`config.mk`:
```
export PLATFORM = sky130hd
export DESIGN_NAME = hilo_seq
export DESIGN_NICKNAME = d
export VERILOG_FILES = /design/src/rtl/hilo_seq.sv
export SDC_FILE = /design/constraint.sdc
export NUM_CORES = 1
export LEC_CHECK = 0
export BUFFER_PORTS_ARGS = -buffer_cell sky130_fd_sc_hd__buf_4
export CORE_AREA = 2 2 114 116
export CTS_BUF_LIST = sky130_fd_sc_hd__clkbuf_4
export CTS_CLUSTER_DIAMETER = 30
export CTS_CLUSTER_SIZE = 12
export DETAILED_ROUTE_END_ITERATION = 6
export DIE_AREA = 0 0 116 118
export PLACE_DENSITY_LB_ADDON = 0.05
export SLEW_MARGIN = 25
export SYNTH_ARGS = -nofsm -noshare
export SYNTH_HDL_FRONTEND = slang
export SYNTH_SLANG_ARGS = --single-unit
```
`constraint.sdc`:
```
create_clock -name clk -period 1.4 [get_ports clk]
set_input_delay 0.28 -clock clk [delete_from_list [all_inputs] [get_ports clk]]
set_output_delay 0.28 -clock clk [all_outputs]
set_load 0.02 [all_outputs]
```
`src/rtl/hilo_seq.sv`:
```
// hilo_seq: MULT sequencer and architectural HI/LO register file.
// Launches the external Booth multiplier, holds its run level until it
// reports stop, then commits the 64-bit product into HI/LO. Also handles
// MTHI/MTLO writes while idle.
// Optional feature: define HILO_TIMEOUT_EN to build a RUN watchdog that
// aborts after TIMEOUT_CYCLES cycles without mult_stop and sets error.
module hilo_seq #(
  parameter int TIMEOUT_CYCLES = 100
) (
  input  logic        clk,
  input  logic        reset_n,
  input  logic        start,
  input  logic [31:0] rs_data,
  input  logic [31:0] rt_data,
  input  logic        hi_wr,
  input  logic        lo_wr,
  input  logic [31:0] wr_data,
  output logic        mult_ctrl,
  output logic [31:0] mult_a,
  output logic [31:0] mult_b,
  input  logic [31:0] mult_hi,
  input  logic [31:0] mult_lo,
  input  logic        mult_stop,
  output logic [31:0] hi,
  output logic [31:0] lo,
  output logic        busy,
  output logic        done,
  output logic        error
);

  typedef enum logic {
    IDLE = 1'b0,
    RUN  = 1'b1
  } state_t;

  state_t      state_q, state_d;
  logic        ctrl_q, ctrl_d;
  logic [31:0] a_q, a_d;
  logic [31:0] b_q, b_d;
  logic [31:0] hi_q, hi_d;
  logic [31:0] lo_q, lo_d;
  logic        busy_q, busy_d;
  logic        done_q, done_d;

`ifdef HILO_TIMEOUT_EN
  localparam logic [6:0] TimeoutLast = 7'(TIMEOUT_CYCLES - 1);
  logic [6:0] cnt_q, cnt_d;
  logic       error_q, error_d;
`endif

  // Next-state and next-output logic; commit on stop takes priority over abort
  always_comb begin
    state_d = state_q;
    ctrl_d  = ctrl_q;
    a_d     = a_q;
    b_d     = b_q;
    hi_d    = hi_q;
    lo_d    = lo_q;
    busy_d  = busy_q;
    done_d  = 1'b0;
`ifdef HILO_TIMEOUT_EN
    cnt_d   = cnt_q;
    error_d = error_q;
`endif
    case (state_q)
      IDLE: begin
        if (hi_wr) hi_d = wr_data;
        if (lo_wr) lo_d = wr_data;
        if (start) begin
          a_d     = rs_data;
          b_d     = rt_data;
          ctrl_d  = 1'b1;
          busy_d  = 1'b1;
          state_d = RUN;
`ifdef HILO_TIMEOUT_EN
          cnt_d   = 7'd0;
          error_d = 1'b0;
`endif
        end
      end
      RUN: begin
        if (mult_stop) begin
          hi_d    = mult_hi;
          lo_d    = mult_lo;
          done_d  = 1'b1;
          ctrl_d  = 1'b0;
          busy_d  = 1'b0;
          state_d = IDLE;
        end
`ifdef HILO_TIMEOUT_EN
        else if (cnt_q == TimeoutLast) begin
          error_d = 1'b1;
          ctrl_d  = 1'b0;
          busy_d  = 1'b0;
          state_d = IDLE;
        end else begin
          cnt_d = cnt_q + 7'd1;
        end
`endif
      end
      default: begin
        state_d = IDLE;
        ctrl_d  = 1'b0;
        busy_d  = 1'b0;
      end
    endcase
  end

  // State and output registers with synchronous active-low reset
  always_ff @(posedge clk) begin
    if (!reset_n) begin
      state_q <= IDLE;
      ctrl_q  <= 1'b0;
      a_q     <= 32'd0;
      b_q     <= 32'd0;
      hi_q    <= 32'd0;
      lo_q    <= 32'd0;
      busy_q  <= 1'b0;
      done_q  <= 1'b0;
`ifdef HILO_TIMEOUT_EN
      cnt_q   <= 7'd0;
      error_q <= 1'b0;
`endif
    end else begin
      state_q <= state_d;
      ctrl_q  <= ctrl_d;
      a_q     <= a_d;
      b_q     <= b_d;
      hi_q    <= hi_d;
      lo_q    <= lo_d;
      busy_q  <= busy_d;
      done_q  <= done_d;
`ifdef HILO_TIMEOUT_EN
      cnt_q   <= cnt_d;
      error_q <= error_d;
`endif
    end
  end

  assign mult_ctrl = ctrl_q;
  assign mult_a    = a_q;
  assign mult_b    = b_q;
  assign hi        = hi_q;
  assign lo        = lo_q;
  assign busy      = busy_q;
  assign done      = done_q;
`ifdef HILO_TIMEOUT_EN
  assign error     = error_q;
`else
  assign error     = 1'b0;
`endif

endmodule

```
* Word level (Yosys, flattened, before mapping) *
Index checks and enable logic that the tools add are counted.

word-level totals
  flip-flop bits (word level) = 131
  output and inout port bits = 132
  bits of input ports = 166
  word-level logic and storage cells = 30

operators by class
  reduce and logical (&&, ||, !) cells = 5
  bitwise logic cells = 1
  mux-type cells = 13
  equality and inequality tests = 4

operators with widths
  kind                                   number
  two-way mux 32 bit                     4
  case mux 32 bit (2 select lines)       2
  AND reduction 2 bit                    5
  != test 2 bit (second input constant)  4
  two-way mux 1 bit                      5
  case mux 1 bit (2 select lines)        2
  NOT 1 bit                              1

* Longest topological paths before layout *
Gate-level depths: netlist (run 1).

  depth in word-level cells = 3
  mapped depth = 6
  mapped depth without buffers = 3

* Worst setup path before layout (run 1) *
No wires, ideal clock.

  path type = reg2reg
  start = reg state_q
  end = reg hi_q[0] (netlist: hi[0])
  cell stages (with the launch flop) = 6
  period minus slack after synthesis = 1.287 ns
  arrival = 1.171 ns
  library setup time = 0.116 ns
  required time = 1.284 ns
  slack = 0.113 ns
  cell sequence = dfxtp_1 > buf_6 > mux2_4 > buf_6 > buf_6 > o211a_1

between the ends
  cells in the longest elaborated chain, start to end = 3

RTL lines
  what                           line  RTL
  start: declaration             36    state_t state_q, state_d;
  start signal: assignment       125   state_q <= state_d;
  NOT 1 bit (no line)            --
  != test 2 bit (no line)        --
  AND reduction 2 bit (no line)  --
  end signal: assignment         129   hi_q <= hi_d;
  end: declaration               40    logic [31:0] hi_q, hi_d;

Parallel ways exist; a longest one is shown, timed or not.
A chain may end at the register's enable or synchronous reset.

* Final worst setup path (run 1) *
  start = reg state_q
  end = reg a_q[13] (netlist: mult_a[13])

between the ends
  cells in the longest elaborated chain, start to end = 2

RTL lines
  what                           line  RTL
  NOT 1 bit (no line)            --
  AND reduction 2 bit (no line)  --
  end signal: assignment         114   a_q <= 32'd0;
  end signal: assignment         127   a_q <= a_d;
  end: declaration               38    logic [31:0] a_q, a_d;

No other way between the ends.

==> results of run 1 <==
[cell type report]
type | count | area, sq um | area share [%]
multi-input cells | 395 | 2605 | 29.53
clock buffers | 21 | 157.7 | 1.787
repair buffers | 376 | 3142 | 35.62
well taps | 172 | 215.2 | 2.440
flip-flops and latches | 131 | 2635 | 29.87
clock inverters | 9 | 66.31 | 0.7518
[worst register-to-register path: stages (launching register included)]
cell and delay [ns]:
dfxtp_4 0.40, buf_12 0.18, nor2b_4 0.14, buf_12 0.23, nand2_1 0.13, a21boi_0 0.21
[cells in the final DEF, fill, tap and decap left out, types with 2 or more instances in the layout]
| master | instances |
|---|---|
| a21boi_1 | 13 |
| buf_4 | 299 |
| clkbuf_16 | 3 |
| dfxtp_2 | 7 |
| clkinv_2 | 5 |
| clkbuf_4 | 21 |
| o211a_1 | 64 |
| mux2i_2 | 2 |
| buf_12 | 8 |
| dlygate4sd3_1 | 65 |
| a21boi_0 | 51 |
| mux2i_1 | 62 |
| mux2_8 | 2 |
| a21oi_1 | 2 |
| clkinv_1 | 3 |
| nand2_1 | 193 |
| dfxtp_1 | 123 |
[through the flow]
stage               setup WS, ns  setup TNS (ns)  hold slack [ns]  std cells  util [%]
global placement       -0.009577       -0.009577           0.4515       1004     62.90
CTS                     0.001598               0          0.01696       1099     70.14
global route            -0.02883        -0.06979          0.06825       1104     71.05
floorplan                 0.1130               0           0.3742        578         -
finish                   0.02233               0          0.08206       1104     71.05
detailed placement      -0.02581        -0.03925           0.4575       1004     62.90
[logic make-up after synthesis]
kind of cell	Yosys count	share of synthesized area (%)
compound gates	131	20.54
simple gates	197	13.55
flops	131	47.41
buf+inv	52	6.311
other cells	1	0.06779
mux	66	12.12
[final timing paths]
| check | startpoint | to | cells after the start |
|---|---|---|---|
| hold / removal | start | state_q | 3 |
| setup / recovery | state_q | mult_a[13] | 5 |
| hold reg to reg | mult_b[21] | mult_b[21] | 2 |
| setup reg to reg | state_q | mult_a[13] | 5 |
[report_power, final]
group	internal, mW	switching (mW)
clock	0.907	1.25
sequential	4.03	0.168
combinational	1.23	1.17
total	6.17	2.60
[registers in the layout, indices dropped and copies added (netlist names)]
register	count
hi	32
lo	32
busy	1
mult_b	32
state_q	1
done	1
mult_a	32
[metal layers]
metal,wire length [um],vias up,share of wire (%),track usage (%)
li1,-,2659,-,-
met1,6758,2467,39,25.98
met2,8771,220,50,41.48
met3,1479,42,8.4,8.290
met4,520,0,3.0,10.42
met5,0,-,0,0
[what timing repair did]
action / in CTS / in global routing
setup endpoints to repair: 57 / 131
buffers inserted: 0 / 1
hold buffers: 65 / 0
cloned: 0 / 4
gates resized for setup: 4 / 21
pin swaps: 0 / 1
hold endpoints to repair: 65 / 0
==> metrics, run 1 <==
status finished, final reports clean; pwr/cell area 993.7 nW/um^2; Die W 116 um; fill count 985; Starting Density 44.56%; root buffer cell clkbuf_4; fin crit period 1.378 ns; routed wire length 17.53 mm; drc violations 0; Area contributors post-synth dfxtp_1 (47%), nand2_1 (13%), mux2i_1 (12%); count of different cell masters after synthesis 16; Reg2Reg Setup Slack 0.02 ns; CP Max Fanout 49; Achievable Freq 725.9 MHz; total grt overflow 0; layout cells sized above 1 37.77%; clk buf depth 2; Slew Viols, Final 0; row cnt 41; Max-Cap Viols 0; first-pass GRT wire length 25.81 mm; CORE AREA 12,410 sq um; Port Buffers 296; sequential-to-total area share from yosys stat 47.41%; GRT Total Usage 23.90%; DRT antenna net count 0; peak supply drop 601.5 uV; Post-synth EDFFs 0; cts bufs inserted 17; Most Frequent Cell on Critical Path buf_12; largest net degree at the start of global routing 65; ANT cells 0; hpwl dp 11.73 mm; yosys warns 0; predominant post-synthesis flop cell dfxtp_1; critical path capture point type register; Via-to-Cell Ratio 4.880; number of clock sinks 131; clock latency on the worst-skew pair 0.53 ns; Mapped Nets 744; WP data required 1.84 ns; io pins 298; Hold Crit Class in -> reg; H-tree lvl count 4; vias in the first global route 5,202; Pleak 4.572 nW; Final Skew 0.01401 ns; post-route cell area 8821 sq um; top cell type by total area after synthesis dfxtp_1; drt initial violations 304; commonest cells in the netlist nand2_1 (193), dfxtp_1 (131), a21boi_0 (64), mux2i_1 (64), o211a_1 (64); TritonCTS clock tree built; nature of the critical path startpoint register; drt pass-1 iters 5; Buf+Inv Stages, Crit Path 2; Tcrit/Tclk final 98.40%; Post-Synthesis Cells 578; final setup fails 0; critical path, cell by cell buf_12, nor2b_4, buf_12, nand2_1, a21boi_0; dpl cell area 7809 sq um; final hold violation count 0; critical path data arrival time 1.82 ns; Cell Area, Synth 5532 sq um; post-DR wirelength/cell 15.88 um; most frequent cell after synthesis nand2_1; Final Wtd Congestion 0.8219; Avg Cell Area, Syn 9.570 sq um; CP Class reg -> reg; Layout Nets 1,087; RSZ-0062 raised after global routing true; Power Total 8.765 mW; top cell type's share of synthesized area 47.41%; Yosys reg bits 131; die area 13,690 sq um; Crit-path slowest cell dfxtp_4; chip height 118 um; Crit path max-delay family buffers and inverters; Clock transition at path regs 0.11 ns; DR vias 5,388; antenna violations before repair 0; CP max stage delay 0.40 ns; Synth async-reset ratio 0%; Syn-to-layout area delta 59.47%
(Power assumes the default switching activity.)
==> run 2, diff against run 1 <==
--- a/config.mk
+++ b/config.mk
@@ -6,12 +6,13 @@
 export NUM_CORES = 1
 export LEC_CHECK = 0
 export BUFFER_PORTS_ARGS = -buffer_cell sky130_fd_sc_hd__buf_4
-export CORE_AREA = 2 2 114 116
+export CELL_PAD_IN_SITES_DETAIL_PLACEMENT = 1
+export CELL_PAD_IN_SITES_GLOBAL_PLACEMENT = 1
+export CORE_UTILIZATION = 33
 export CTS_BUF_LIST = sky130_fd_sc_hd__clkbuf_4
 export CTS_CLUSTER_DIAMETER = 30
 export CTS_CLUSTER_SIZE = 12
 export DETAILED_ROUTE_END_ITERATION = 6
-export DIE_AREA = 0 0 116 118
 export PLACE_DENSITY_LB_ADDON = 0.05
 export SLEW_MARGIN = 25
 export SYNTH_ARGS = -nofsm -noshare
==> run 2 against run 1 <==
Effect of this change:
- maximum frequency grew 2.8%
- power grew 7.9%
- clock skew grew 0.0039 ns
- non-clock buffer count increased by 10
- final cell count grew 5.1%
- worst hold slack better by 0.0014 ns
- routed wire length up 16%
- clock-buffer cell count down 4
- register-to-register slack better by 0.08 ns
- sequential share of layout area fell by 0.72 points
- combinational power up 3%
- critical path type is now reg -> out
==> metrics, run 2 (same netlist as run 1, synthesis figures left out) <==
critical path data arrival time 1.06 ns; DR vias 5,625; row cnt 46; clk buf depth 2; WHS 0.08348 ns; reg-to-reg endpoint mult_a[1]; Setup WS pre-CTS 0.01259 ns; Power Total 9.454 mW; commonest cells after routing, fill and taps aside buf_4 (304), nand2_1 (193), dfxtp_1 (119); vias in the first global route 5,954; status finished, final reports clean; Crit-path slowest cell dfxtp_2; Port Buffers 296; Clock transition at path regs 0.11 ns; Max-Cap Viols 0; Die W 131.5 um; root buffer cell clkbuf_4; routed wire length 20.33 mm; hpwl dp 13.77 mm; nature of the critical path startpoint register; clock latency on the worst-skew pair 0.53 ns; antenna violations before repair 1; drc violations 0; Starting Density 34.32%; worst-case reg-to-reg path depth 5; Hold Crit Class in -> reg; CP Max Fanout 3; Syn-to-layout area delta 63.70%; Pleak 4.648 nW; final setup fails 0; first-pass GRT wire length 30.78 mm; final hold violation count 0; io pins 298; drt initial violations 172; Levels on crit path 1; Final Skew 0.01793 ns; CP Class reg -> out; Via-to-Cell Ratio 4.849; total grt overflow 0; commonest non-fill, non-tap cell in the layout buf_4; Tcrit/Tclk final 95.76%; cts bufs inserted 17; hold path depth 3; peak supply drop 442.8 uV; final setup margin 0.05936 ns; largest net degree at the start of global routing 66; critical path capture point type primary output; Final Wtd Congestion 0.7986; pwr/cell area 1044 nW/um^2; critical path, cell by cell buf_4; drt pass-1 iters 4; fin crit period 1.341 ns; Slew Viols, Final 0; Reg2Reg Setup Slack 0.10 ns; CORE AREA 16,120 sq um; layout cells sized above 1 38.60%; H-tree lvl count 4; Buf+Inv Stages, Crit Path 1; die area 17,280 sq um; hold endpoint state_q; GRT Total Usage 22.64%; WP data required 1.12 ns; post-DR wirelength/cell 17.53 um; RR Startpoint state_q; chip height 131.5 um; TritonCTS clock tree built; Hold Crit Start start; CP max stage delay 0.39 ns; Achievable Freq 745.9 MHz; number of clock sinks 131; DRT antenna net count 0; Crit path max-delay family flip-flops; Layout Nets 1,097
[run 2: layer usage]
layer | part of all wire, % | GRT usage [%] | up-vias
met4 | 3.5 | 11.43 | 0
met5 | 0 | 0 | -
met3 | 5.5 | 5.633 | 44
met2 | 54 | 42.15 | 196
li1 | - | - | 2672
met1 | 37 | 23.32 | 2713
[run 2: power by group]
group / switching (mW) / internal [mW]
Combinational: 1.21 / 1.28
Clock: 1.39 / 1.37
Sequential: 0.173 / 4.03
Total: 2.77 / 6.68
[run 2: worst max-delay path by stage]
| stage | start | endpoint |
|---|---|---|
| finish | busy | mult_ctrl |
| global route | mult_b[19] | mult_b[19] |
| global placement | state_q | mult_a[15] |
| detailed placement | state_q | mult_a[28] |
| CTS | state_q | mult_a[28] |
| floorplan | state_q | hi[0] |
[run 2: metrics by stage]
stage	util [%]	TNS, ns	instances	instance area (sq um)
6_report	56.19	0	1160	9055
5_1_grt	56.19	-0.01548	1160	9055
2_1_floorplan	-	0	578	5532
3_5_place_dp	49.62	0	1059	7996
4_1_cts	55.52	0	1155	8947
3_3_place_gp	49.62	0	1059	7996
[run 2: cell type report]
cell class / count / area (sq um)
diodes: 1 / 2.502
clock buffers: 17 / 127.6
clock inverters: 14 / 168.9
fillers: 1838 / 7061
multi-input cells: 395 / 2575
flip-flops and latches: 131 / 2640
well taps: 216 / 270.3
repair buffers: 386 / 3271
[run 2: what timing repair did]
item	in CTS	in global routing
setup buffers	0	1
hold endpoints to repair	66	0
hold buffers	65	0
pin swaps	0	0
cloned	0	3
resized for setup	4	14
setup endpoints to repair	5	56
[run 2: worst min-delay path: cells and delay by family]
kind	cells	cell delay (ns)
AOI/OAI and AO/OA	2	0.18
buffers and inverters	1	0.10
